===== config.mk =====
export PLATFORM = sky130hd
export DESIGN_NAME = wb_write_arbiter
export DESIGN_NICKNAME = d
export VERILOG_FILES = /design/src/rtl/wb_write_arbiter.sv
export SDC_FILE = /design/constraint.sdc
export NUM_CORES = 1
export LEC_CHECK = 0
export BUFFER_PORTS_ARGS = -buffer_cell sky130_fd_sc_hd__buf_2
export CORE_MARGIN = 5
export CORE_UTILIZATION = 58
export DETAILED_ROUTE_END_ITERATION = 16
export PLACE_DENSITY = 0.84
export SLEW_MARGIN = 20
export SYNTH_ARGS = -nofsm -noshare
export SYNTH_HDL_FRONTEND = slang
export SYNTH_SLANG_ARGS = --single-unit

===== constraint.sdc =====
create_clock -name clk -period 3.7 [get_ports clk]
set_clock_uncertainty 0.1 [all_clocks]
set_input_delay 0.74 -clock clk [delete_from_list [all_inputs] [get_ports clk]]
set_output_delay 0.74 -clock clk [all_outputs]
set_load 0.02 [all_outputs]

===== src/rtl/wb_write_arbiter.sv =====
`default_nettype none
// ============================================================================
// Module      : wb_write_arbiter
// Description : Register-file write-port arbiter. The pipeline writeback has
//               strict priority; a long-latency unit is buffered in a FIFO that
//               drains on idle pipeline cycles. Exports a busy scoreboard.
// Revision    : 1.0 - initial release
// ============================================================================
module wb_write_arbiter #(
    parameter int DEPTH = 4,
    parameter int AW    = 2
) (
    input  logic          clk,
    input  logic          rst,
    input  logic          pipe_valid_i,
    input  logic [4:0]    pipe_reg_i,
    input  logic [31:0]   pipe_data_i,
    input  logic          aux_valid_i,
    output logic          aux_ready_o,
    input  logic [4:0]    aux_reg_i,
    input  logic [31:0]   aux_data_i,
    output logic          reg_write_o,
    output logic [4:0]    write_reg_o,
    output logic [31:0]   write_data_o,
    output logic [31:0]   busy_mask_o,
    output logic [AW:0]   pending_cnt_o
);

    localparam logic [AW:0] c_DEPTH_CNT = (AW+1)'(DEPTH);

    logic [4:0]       fifo_reg_q  [DEPTH];
    logic [31:0]      fifo_data_q [DEPTH];
    logic [DEPTH-1:0] fifo_vld_q;
    logic [AW-1:0]    wr_ptr_q, wr_ptr_d;
    logic [AW-1:0]    rd_ptr_q, rd_ptr_d;
    logic [AW:0]      count_q, count_d;

    logic             reg_write_q;
    logic [4:0]       write_reg_q;
    logic [31:0]      write_data_q;

    logic             w_accept;
    logic             w_push;
    logic             w_pop;
    logic [31:0]      w_busy;

    // Ready is a function of registered occupancy only; a same-cycle pop
    // never reopens it.
    assign aux_ready_o = !rst && (count_q < c_DEPTH_CNT);
    assign w_accept    = aux_valid_i && aux_ready_o;
    assign w_push      = w_accept && (aux_reg_i != 5'd0);
    assign w_pop       = (count_q != '0) && !pipe_valid_i;

    always_comb begin
        wr_ptr_d = wr_ptr_q;
        rd_ptr_d = rd_ptr_q;
        count_d  = count_q;
        if (w_push) begin
            wr_ptr_d = wr_ptr_q + 1'b1;
        end
        if (w_pop) begin
            rd_ptr_d = rd_ptr_q + 1'b1;
        end
        if (w_push && !w_pop) begin
            count_d = count_q + 1'b1;
        end else if (w_pop && !w_push) begin
            count_d = count_q - 1'b1;
        end
    end

    always_ff @(posedge clk) begin
        if (rst) begin
            wr_ptr_q   <= '0;
            rd_ptr_q   <= '0;
            count_q    <= '0;
            fifo_vld_q <= '0;
        end else begin
            wr_ptr_q <= wr_ptr_d;
            rd_ptr_q <= rd_ptr_d;
            count_q  <= count_d;
            // Push and pop never target the same slot: a push needs a free
            // slot and a pop needs an occupied one.
            if (w_pop) begin
                fifo_vld_q[rd_ptr_q] <= 1'b0;
            end
            if (w_push) begin
                fifo_vld_q[wr_ptr_q]  <= 1'b1;
                fifo_reg_q[wr_ptr_q]  <= aux_reg_i;
                fifo_data_q[wr_ptr_q] <= aux_data_i;
            end
        end
    end

    always_ff @(posedge clk) begin
        if (rst) begin
            reg_write_q  <= 1'b0;
            write_reg_q  <= 5'd0;
            write_data_q <= 32'd0;
        end else if (pipe_valid_i) begin
            reg_write_q  <= (pipe_reg_i != 5'd0);
            write_reg_q  <= pipe_reg_i;
            write_data_q <= pipe_data_i;
        end else if (w_pop) begin
            reg_write_q  <= 1'b1;
            write_reg_q  <= fifo_reg_q[rd_ptr_q];
            write_data_q <= fifo_data_q[rd_ptr_q];
        end else begin
            reg_write_q  <= 1'b0;
        end
    end

    always_comb begin
        w_busy = 32'd0;
        for (int i = 0; i < DEPTH; i++) begin
            if (fifo_vld_q[i]) begin
                w_busy[fifo_reg_q[i]] = 1'b1;
            end
        end
        if (reg_write_q) begin
            w_busy[write_reg_q] = 1'b1;
        end
        w_busy[0] = 1'b0;
    end

    assign reg_write_o   = reg_write_q;
    assign write_reg_o   = write_reg_q;
    assign write_data_o  = write_data_q;
    assign busy_mask_o   = w_busy;
    assign pending_cnt_o = count_q;

endmodule
`default_nettype wire


==> impl_metrics.env <==
export IMPL_placed_area_um2=9965
export IMPL_portBuffers=150
export IMPL_fin_tns_setup_ps=0
export IMPL_htreeDepth=4
export IMPL_crit_buf_inv=1
export IMPL_worstPathRequired_ps=2860
export IMPL_synth_yosys_warnings=0
export IMPL_synthSimpleGateAreaFrac_pct=11.20
export IMPL_synthXorXnorAreaFrac_pct=0.1916
export IMPL_drt_antenna_violating_nets=0
export IMPL_ys_async_sr_fraction_pct=0
export IMPL_synth_edf_count=148
export IMPL_ys_top_cells_by_area="edfxtp_1, dfxtp_1, mux2_2"
export IMPL_crit_type="flip-flop to output pin"
export IMPL_grt_usage_pct=27.35
export IMPL_core_rowCount=45
export IMPL_slowest_delay_ps=790
export IMPL_syn_inst=694
export IMPL_setup_viol=0
export IMPL_tritoncts="built"
export IMPL_clkSinkCount=199
export IMPL_slew_headroom_pct=36.43
export IMPL_grt_pass1_vias=6826
export IMPL_hp_class="primary input to flip-flop"
export IMPL_cts_root_buffer="clkbuf_16"
export IMPL_maxSlewViolCount=0
export IMPL_post_route_cells_drive_above_1_share_pct=33.93
export IMPL_period_minus_slack_ps=3077
export IMPL_hold_depth=1
export IMPL_fin_nets=912
export IMPL_finalWorstSetupSlack_ps=623.0
export IMPL_synth_compound_area_share_pct=14.22
export IMPL_overflow=0
export IMPL_p_per_area_nw_per_um2=601.1
export IMPL_totalPowerFinal_mw=6.348
export IMPL_layout_common_cells="buf_2, edfxtp_1, mux2_2"
export IMPL_dr_pass1_iters=7
export IMPL_rr_startpoint="pending_cnt_o[2]"
export IMPL_final_common_cell="buf_2"
export IMPL_hold_viol=0
export IMPL_syn2layout_area_growth_pct=15.55
export IMPL_grt_setup_unrepaired="no"
export IMPL_utilization_pct=68.96
export IMPL_cts_buffers=17
export IMPL_gp_congestion=0.8961
export IMPL_finalCritPeriodShare_pct=83.16
export IMPL_synth_area_per_cell_um2=13.17
export IMPL_crit_chain="nor4b_1 > a22oi_1 > nand3_1 > buf_2"
export IMPL_path_clk_slew_ps=80
export IMPL_routed_wl_mm=25.57
export IMPL_post_cts_setup_buffers=0
export IMPL_wl_per_cell_um=24.37
export IMPL_start_kind="flip-flop"
export IMPL_vdd_drop_max_uv=475.8
export IMPL_synthFlopType="edfxtp_1"
export IMPL_cp_slowest_cell="nor4b_1"
export IMPL_fmax_ghz=0.3250
export IMPL_die_area_um2=18370
export IMPL_ys_ff_latch=199
export IMPL_num_vias=7004
export IMPL_hold_buffers=0
export IMPL_syn_nets=782
export IMPL_reg2reg_depth=8
export IMPL_io_pins=152
export IMPL_worst_setup_path_end_kind="output pin"
export IMPL_viasPerCell=6.677
export IMPL_cts_buffer_depth=2
export IMPL_status="completed"
export IMPL_clkLatencyLatePin_ps=440
export IMPL_yosysTopAreaCell="edfxtp_1"
export IMPL_synth_adder_area_share_pct=1.451
export IMPL_grt_pass1_wl_mm=38.76
export IMPL_post_route_drc_count=0
export IMPL_reg2reg_to="pending_cnt_o[2]"
export IMPL_rrSetupSlack_ps=970
export IMPL_fp_coreArea_um2=15310
export IMPL_hpwlAfterDp_mm=16.57
export IMPL_fin_area_um2=10560
export IMPL_die_w_um=135.5
export IMPL_synth_top_family_by_area="compound AO/OA/AOI/OAI gates"
export IMPL_synth_mux_area_share_pct=9.336
export IMPL_post_cts_resize_count=0
export IMPL_hold_end="fifo_data_q[3][4]"
export IMPL_seq_area_frac_synth_pct=59.79
export IMPL_synth_area_um2=9140
export IMPL_fillers=1052
export IMPL_arrival_ps=2240
export IMPL_p_leak_nw=3.874
export IMPL_drt_iter0_drc=993
export IMPL_antenna_found_initial=1
export IMPL_pre_cts_slack_ps=491.2
export IMPL_grt_max_degree=70
export IMPL_cp_max_fo=10
export IMPL_path_delay_family="simple AND/OR/NAND/NOR gates"
export IMPL_cap_viol_max_count=0
export IMPL_tightest_slew_ps=953.5
export IMPL_start_util_pct=59.68
export IMPL_fp_dieH_um=135.5
export IMPL_worstHoldStart="aux_data_i[4]"
export IMPL_synth_distinct_cells=56
export IMPL_synth_top_area_share_pct=48.62
-- through the flow --
stage	hold WS (ps)	std cells
floorplan	374.8	694
global placement	393.5	1016
detailed placement	404.5	1016
CTS	400.0	1048
global route	402.6	1049
finish	409.4	1049
-- final cells by class --
type                    instances  area (µm²)  share of cell area (%)
well taps                     211       264.0                   2.500
diodes                          1       2.502                 0.02369
clock inverters                14       165.2                   1.564
flip-flops and latches        199        5469                   51.78
clock buffers                  18       429.2                   4.063
multi-input cells             431        3334                   31.57
repair buffers                164       855.8                   8.103
inverters                      11       41.29                  0.3909
-- cell families after synthesis --
kind of cell               count (synthesis)
buffers and inverters                     64
and+or+nand+nor                          161
muxes                                     71
xor gates and xnor gates                   2
other                                      1
adders and majority gates                 10
DFF                                      199
AOI/OAI and AO/OA                        186
-- metal layers --
layer | wire length [µm] | vias up | global-route usage, %
li1 | - | 3061 | -
met1 | 10140 | 3416 | 36.95
met2 | 12290 | 473 | 44.52
met3 | 2578 | 54 | 6.315
met4 | 561 | 0 | 8.231
met5 | 0 | - | 0
-- how the worst max path moves through the flow --
stage / start / end / slack [ps] / depth (start not counted)
global placement: rst / pending_cnt_o[2] / 620 / 9
global route: fifo_reg_q[0][4] / busy_mask_o[1] / 450 / 4
detailed placement: rst / pending_cnt_o[2] / 490 / 9
CTS: fifo_reg_q[0][4] / busy_mask_o[1] / 660 / 4
finish: reg_write_o / busy_mask_o[16] / 620 / 4
floorplan: rst / pending_cnt_o[2] / 960 / 10
-- flip-flops by register name (all words and copies together), names as in the netlist, named ones only --
register       flops
wr_ptr_q           2
write_data_o      32
fifo_reg_q        20
fifo_data_q      128
pending_cnt_o      3
rd_ptr_q           2
reg_write_o        1
fifo_vld_q         4
write_reg_o        5
-- cells in the mapped netlist (all sizes together), types with 10 or more instances --
master    n
nand2    23
nand2b   10
o22ai    26
dfxtp    51
nand3    23
nor2b    10
nor3     14
a222oi   32
buf      23
a21oi    41
and4bb   10
nand4b   13
o21ai    35
clkbuf   30
a22oi    25
mux2     64
edfxtp  148
nor2     15
-- power by group --
| part | total [mW] | leakage, nW | switching (mW) | internal (mW) |
|---|---|---|---|---|
| Sequential | 3.03 | 1.77 | 0.344 | 2.69 |
| Combinational | 1.49 | 1.83 | 0.846 | 0.640 |
| Clock | 1.83 | 0.283 | 0.871 | 0.960 |
No activity file was read; power rests on OpenSTA's default activity.
